$ cat src/rtl/fb_pkg.sv
// Shared definitions for the frame-buffer port arbiter.
//   FB_ADDR_W  : default RAM address width (matches the SPI slave mem_addr)
//   FB_RD_LAT  : read latency of the frame-buffer RAM in clock cycles
//   fb_state_e : frame-lock FSM state encoding
package fb_pkg;

    localparam int FB_ADDR_W = 17;
    localparam int FB_RD_LAT = 1;

    typedef enum logic {
        FB_FILL   = 1'b0,
        FB_LOCKED = 1'b1
    } fb_state_e;

endpackage

$ cat src/rtl/fb_port_arbiter_rd_pipe.sv
// Read pipeline for the frame-buffer port: captures the SPI read request,
// holds the RAM on the read address for one cycle, then captures the RAM
// data and pulses rd_valid_o.
//   clk, reset_n  : clock, asynchronous active-low reset
//   rd_req_i      : single-cycle read pulse
//   rd_addr_i     : read address, sampled with rd_req_i
//   ram_rdata_i   : RAM read data (FB_RD_LAT cycles after the address)
//   rd_pend_o     : a read owns the RAM address port this cycle
//   rd_addr_o     : captured read address to drive onto the RAM
//   rd_data_o     : last read byte, held until the next read completes
//   rd_valid_o    : one-cycle pulse when rd_data_o updates
module fb_rd_pipe
    import fb_pkg::*;
#(
    parameter int ADDR_W = FB_ADDR_W
) (
    input  logic              clk,
    input  logic              reset_n,
    input  logic              rd_req_i,
    input  logic [ADDR_W-1:0] rd_addr_i,
    input  logic [7:0]        ram_rdata_i,
    output logic              rd_pend_o,
    output logic [ADDR_W-1:0] rd_addr_o,
    output logic [7:0]        rd_data_o,
    output logic              rd_valid_o
);

    // Stage 1: address on the RAM; stage STAGES: RAM data is valid.
    localparam int STAGES = FB_RD_LAT + 1;

    logic [STAGES:1]   vld_pipe_q;
    logic [ADDR_W-1:0] rd_addr_q;
    logic [7:0]        rd_data_q;
    logic              rd_valid_q;

    always_ff @(posedge clk or negedge reset_n) begin
        if (!reset_n) begin
            vld_pipe_q <= '0;
            rd_addr_q  <= '0;
            rd_data_q  <= '0;
            rd_valid_q <= 1'b0;
        end else begin
            vld_pipe_q <= {vld_pipe_q[STAGES-1:1], rd_req_i};
            if (rd_req_i) begin
                rd_addr_q <= rd_addr_i;
            end
            if (vld_pipe_q[STAGES]) begin
                rd_data_q <= ram_rdata_i;
            end
            rd_valid_q <= vld_pipe_q[STAGES];
        end
    end

    assign rd_pend_o  = vld_pipe_q[1];
    assign rd_addr_o  = rd_addr_q;
    assign rd_data_o  = rd_data_q;
    assign rd_valid_o = rd_valid_q;

endmodule

$ cat src/rtl/fb_port_arbiter.sv
// Frame-buffer port arbiter: shares one single-port RAM between the JPEG
// byte-stream writer (valid/ready, sequential addresses) and the SPI slave
// read port (pipelined, always wins). Once a frame completes (wr_last or
// buffer full) the buffer is locked until the host releases it.
//   clk, reset_n                : clock, asynchronous active-low reset
//   wr_valid/wr_data/wr_last    : writer byte stream
//   wr_ready                    : byte accepted this cycle
//   rd_req/rd_addr              : SPI read request
//   rd_data/rd_valid            : SPI read response (3-cycle latency)
//   frame_release               : host done with the locked frame
//   frame_ready/len/trunc       : locked-frame status for the host
//   ram_addr/we/wdata/rdata     : single-port RAM interface
module fb_port_arbiter
    import fb_pkg::*;
#(
    parameter int ADDR_W = FB_ADDR_W,
    parameter int DEPTH  = 131072
) (
    input  logic              clk,
    input  logic              reset_n,
    input  logic              wr_valid,
    input  logic [7:0]        wr_data,
    input  logic              wr_last,
    output logic              wr_ready,
    input  logic              rd_req,
    input  logic [ADDR_W-1:0] rd_addr,
    output logic [7:0]        rd_data,
    output logic              rd_valid,
    input  logic              frame_release,
    output logic              frame_ready,
    output logic [ADDR_W:0]   frame_len,
    output logic              frame_trunc,
    output logic [ADDR_W-1:0] ram_addr,
    output logic              ram_we,
    output logic [7:0]        ram_wdata,
    input  logic [7:0]        ram_rdata
);

    localparam logic [ADDR_W:0] LAST_IDX  = (ADDR_W+1)'(DEPTH - 1);
    localparam logic [ADDR_W:0] DEPTH_LEN = (ADDR_W+1)'(DEPTH);
    localparam logic [ADDR_W:0] CNT_ONE   = (ADDR_W+1)'(1);

    fb_state_e         state_q, state_d;
    logic [ADDR_W:0]   wr_cnt_q, wr_cnt_d;
    logic [ADDR_W:0]   frame_len_q, frame_len_d;
    logic              frame_trunc_q, frame_trunc_d;
    logic              rd_pend;
    logic [ADDR_W-1:0] rd_addr_q;
    logic              wr_accept;

    fb_rd_pipe #(
        .ADDR_W (ADDR_W)
    ) u_rd_pipe (
        .clk         (clk),
        .reset_n     (reset_n),
        .rd_req_i    (rd_req),
        .rd_addr_i   (rd_addr),
        .ram_rdata_i (ram_rdata),
        .rd_pend_o   (rd_pend),
        .rd_addr_o   (rd_addr_q),
        .rd_data_o   (rd_data),
        .rd_valid_o  (rd_valid)
    );

    // Registers only, so the writer never sees a combinational path from
    // its own valid back to ready. A read in flight steals exactly one cycle.
    assign wr_ready  = (state_q == FB_FILL) && !rd_pend;
    assign wr_accept = wr_valid && wr_ready;

    assign ram_we    = wr_accept;
    assign ram_wdata = wr_data;
    assign ram_addr  = rd_pend ? rd_addr_q : wr_cnt_q[ADDR_W-1:0];

    assign frame_ready = (state_q == FB_LOCKED);
    assign frame_len   = frame_len_q;
    assign frame_trunc = frame_trunc_q;

    always_ff @(posedge clk or negedge reset_n) begin
        if (!reset_n) begin
            state_q       <= FB_FILL;
            wr_cnt_q      <= '0;
            frame_len_q   <= '0;
            frame_trunc_q <= 1'b0;
        end else begin
            state_q       <= state_d;
            wr_cnt_q      <= wr_cnt_d;
            frame_len_q   <= frame_len_d;
            frame_trunc_q <= frame_trunc_d;
        end
    end

    always_comb begin
        state_d       = state_q;
        wr_cnt_d      = wr_cnt_q;
        frame_len_d   = frame_len_q;
        frame_trunc_d = frame_trunc_q;
        case (state_q)
            FB_FILL: begin
                if (wr_accept) begin
                    wr_cnt_d = wr_cnt_q + CNT_ONE;
                    if (wr_last) begin
                        state_d       = FB_LOCKED;
                        frame_len_d   = wr_cnt_q + CNT_ONE;
                        frame_trunc_d = 1'b0;
                    end else if (wr_cnt_q == LAST_IDX) begin
                        // Buffer full without an end marker: lock what we have.
                        state_d       = FB_LOCKED;
                        frame_len_d   = DEPTH_LEN;
                        frame_trunc_d = 1'b1;
                    end
                end
            end
            FB_LOCKED: begin
                if (frame_release) begin
                    state_d  = FB_FILL;
                    wr_cnt_d = '0;
                end
            end
            default: state_d = FB_FILL;
        endcase
    end

endmodule

$ cat config.mk
export PLATFORM = sky130hd
export DESIGN_NAME = fb_port_arbiter
export DESIGN_NICKNAME = d
export VERILOG_FILES = /design/src/rtl/fb_pkg.sv /design/src/rtl/fb_port_arbiter_rd_pipe.sv /design/src/rtl/fb_port_arbiter.sv
export SDC_FILE = /design/constraint.sdc
export NUM_CORES = 1
export LEC_CHECK = 0
export ABC_AREA = 0
export CAP_MARGIN = 20
export CORE_MARGIN = 8
export CORE_UTILIZATION = 45
export CTS_BUF_LIST = sky130_fd_sc_hd__clkbuf_16
export DETAILED_ROUTE_END_ITERATION = 12
export GPL_TIMING_DRIVEN = 0
export PLACE_DENSITY = 0.81
export SYNTH_ARGS = -nofsm -noshare
export SYNTH_HDL_FRONTEND = slang
export SYNTH_SLANG_ARGS = --single-unit
$ cat constraint.sdc
create_clock -name clk -period 6 [get_ports clk]
set_input_delay 1.2 -clock clk [delete_from_list [all_inputs] [get_ports clk]]
set_output_delay 1.2 -clock clk [all_outputs]
set_load 0.005 [all_outputs]
==> results of run 1 <==
-- metrics by stage --
| stage | utilization | cell area, sq um | power, mW | setup WS (ps) | hold WS [ps] |
|---|---|---|---|---|---|
| 6_report | 0.647 | 4420 | 1.17 | 1340 | 377 |
| 5_1_grt | 0.647 | 4420 | 1.22 | 1210 | 383 |
| 4_1_cts | 0.647 | 4420 | 1.19 | 1340 | 382 |
| 3_5_place_dp | 0.609 | 4160 | 0.725 | 1340 | 361 |
| 3_3_place_gp | 0.609 | 4160 | 0.718 | 1380 | 356 |
| 2_1_floorplan | - | 3180 | 0.601 | 2650 | 352 |
-- final cells by class --
type                    count  area, sq um  share of cell area
flip-flops and latches     66         1650               0.374
well taps                  96          120              0.0272
multi-input cells         179         1340               0.304
repair buffers             86          858               0.194
clock inverters             7         37.5             0.00849
inverters                   4         15.0             0.00340
clock buffers               9          225              0.0509
plain buffers              32          170              0.0385
-- worst paths after layout --
kind	startpoint	endpoint	slack, ps	cells past startpoint
worst max-delay path	wr_valid	ram_we	1340	7
worst min-delay path	u_rd_pipe.vld_pipe_q[2]	u_rd_pipe.rd_valid_o	380	0
worst max register to register	frame_ready	frame_len[17]	3680	7
worst min register to register	u_rd_pipe.vld_pipe_q[2]	u_rd_pipe.rd_valid_o	380	0
max in group asynchronous	reset_n	wr_cnt_q[10]	4480	1
min in group asynchronous	reset_n	u_rd_pipe.rd_addr_o[9]	970	1
-- worst reg2reg max path, delay by kind of cell (launching register included) --
kind | cells | cell delay (ps)
flops | 1 | 440
buf+inv | 4 | 890
simple gates | 2 | 720
compound gates | 1 | 130
-- kinds of logic after synthesis --
family,synth area share
mux,0.145
buf+inv,0.0582
simple gates,0.103
flops,0.519
xor+xnor,0.0331
fa+ha+maj,0.00393
compound gates,0.137
-- metal layers --
| layer | up-vias | wire length [um] | track usage |
|---|---|---|---|
| met1 | 1248 | 3380 | 0.202 |
| li1 | 1218 | - | - |
| met2 | 113 | 4100 | 0.278 |
| met5 | - | 0 | 0 |
| met4 | 0 | 169 | 0.100 |
| met3 | 13 | 571 | 0.0429 |
-- state kept, by name (all words and copies together), names as in the netlist --
register / flops
wr_cnt_q: 18
frame_trunc: 1
u_rd_pipe.vld_pipe_q: 2
frame_ready: 1
u_rd_pipe.rd_addr_o: 17
u_rd_pipe.rd_valid_o: 1
u_rd_pipe.rd_data_o: 8
frame_len: 18
-- synthesized netlist by cell type --
library cell  instances
dfrtp_1              66
mux2_2               41
o21ai_0              19
a22o_1               17
clkbuf_1             16
nand2_1              12
nor2_1               10
nand3_1               9
buf_4                 8
nand4_1               8
xor2_1                7
a21oi_1               6
a31oi_1               6
nor4_1                5
xnor2_1               5
a21o_1                4
and3_1                4
buf_2                 4
inv_1                 4
a32o_1                3
nor3_1                3
and2_1                2
and4_1                2
buf_1                 2
buf_6                 2
nand2b_1              2
o21a_1                2
o2bb2ai_1             2
o31ai_1               2
or3_1                 2
a2bb2oi_1             1
a32oi_1               1
and2_0                1
ha_1                  1
or3b_1                1
or4_1                 1
-- power breakdown --
| part | total [mW] | switching (mW) | internal, mW |
|---|---|---|---|
| registers | 0.514 | 0.0291 | 0.484 |
| logic | 0.202 | 0.0760 | 0.126 |
| clock network | 0.459 | 0.185 | 0.274 |
| total | 1.17 | 0.290 | 0.884 |
==> flow_summary.ini, run 1 <==
[cts]
cts_tree = done
cts_resized = 0
cts_buffer_depth = 2
clock_latency_ps = 330
htree_levels = 3
ctsHoldBuffers = 0
post-cts-setup-buffer-count = 0
cts.sinks = 66
numCtsBuffers = 9
clkSlewWorstSetupHoldPaths_ps = 60
clock-root-buffer = clkbuf_16

[yosys]
ys_seq_area_frac = 0.519
syn_area_sq_um = 3180
synth_top_cell_by_area = dfrtp_1
syn_avg_cell_area_sq_um = 11.3
synth_cell_types = 36
ys_ff_latch = 66
synth.top_cell.area_share = 0.519
yosys_warnings = 0
synth.net_count = 321
synth_area_leaders = dfrtp_1, mux2_2, a22o_1, o21ai_0, xor2_1
synthCells = 281

[floorplan]
die_area_sq_um = 10000
core_sq_um = 6830
num_io_pins = 95
floorplan.rows = 30
die_x_um = 100
start_util = 0.465
die_y_um = 100

[final_layout]
syn2layout_area_growth_pct = 39.0
fillers = 541
final_common_cell = clkdlybuf4s50_1
final_cells = 479
final_layout_size_suffix_gt1_frac = 0.183
nets = 418
most-common-layout-cells = clkdlybuf4s50_1, dfrtp_1, mux2_2
antenna_cells = 0

[power]
ir_worst_vdd_mv = 0.148
p_per_area_nw_per_um2 = 266
power_leakage_nw = 1.91

[drt]
viasPerCell = 5.41
wl_per_cell_um = 17.1
drt_pass1_iterations = 5
antenna_left = 0
route.detailed.drc = 0
vias = 2592
first_iter_violations = 200
wl_um = 8210

[sta]
rsz0062_at_grt = false
period_share = 0.777
hold_viol_final = 0
setup_tns_ps = 0
setup_viol = 0
layout_min_cycle_time_ps = 4660
slew_headroom = 0.449
worst_pin_slew_ps = 827
slew_viol_final = 0
skew_ps = 7.94
max_freq_ghz = 0.214

[worst_setup_path]
crit_type = input port to primary output
crit_path_start_kind = input port
critPathCaptureType = primary output
crit_arrival_ps = 3460
path_cells = clkdlybuf4s50_1 -> or3b_1 -> clkbuf_1 -> inv_1 -> buf_2 -> buf_2 -> clkdlybuf4s50_1
critPathSlowestCell = clkdlybuf4s50_1
cp_num_buf_inv = 6
path_max_fanout = 10
required_ps = 4800
timing.critical_path.max_delay_family = buffers and inverters
slowest_delay_ps = 560

[hold_path]
hold_path_class = flop to flop

[global_routing]
grt_use_total = 0.172
antenna_found_initial = 0
first_global_vias = 2730
grt_pass1_wl_um = 13500
grt-ovfl-total = 0
grt_max_degree = 67

[flow_run]
drv_cap = 0

[placement]
gp_congestion = 0.946
portBuffers = 86
dp_cells = 463
place.detailed.hpwl_um = 6000

[status]
status = finished, final reports clean
Note: power is estimated with default switching activity, not from simulation.
==> inputs of run 2 (changes only) <==
==> constraint.sdc (replaced) <==
create_clock -name clk -period 4.44 [get_ports clk]
set_input_delay 0.888 -clock clk [delete_from_list [all_inputs] [get_ports clk]]
set_output_delay 0.888 -clock clk [all_outputs]
set_load 0.005 [all_outputs]
==> results of run 2 <==
Same layout as run 1 (identical final DEF). Status: finished, final reports clean.
Main changes from that run: setup slack after placement 1340 ps -> 403 ps; setup slack after layout 1340 ps -> 400 ps; register-to-register setup slack 3680 ps -> 2120 ps; total power 1.17 mW -> 1.59 mW; worst IR drop on VDD 0.148 mV -> 0.201 mV
==> inputs of run 3 (changes only) <==
--- a/config.mk
+++ b/config.mk
@@ -13,6 +13,8 @@
 export DETAILED_ROUTE_END_ITERATION = 12
 export GPL_TIMING_DRIVEN = 0
 export PLACE_DENSITY = 0.81
+export SKIP_CTS_REPAIR_TIMING = 1
+export SKIP_LAST_GASP = 1
 export SYNTH_ARGS = -nofsm -noshare
 export SYNTH_HDL_FRONTEND = slang
 export SYNTH_SLANG_ARGS = --single-unit
==> results of run 3 <==
Same layout as run 1 (identical final DEF). Status: finished, final reports clean.
Main changes from that run: setup slack after placement 1340 ps -> 403 ps; setup slack after layout 1340 ps -> 400 ps; register-to-register setup slack 3680 ps -> 2120 ps; total power 1.17 mW -> 1.59 mW; worst IR drop on VDD 0.148 mV -> 0.201 mV
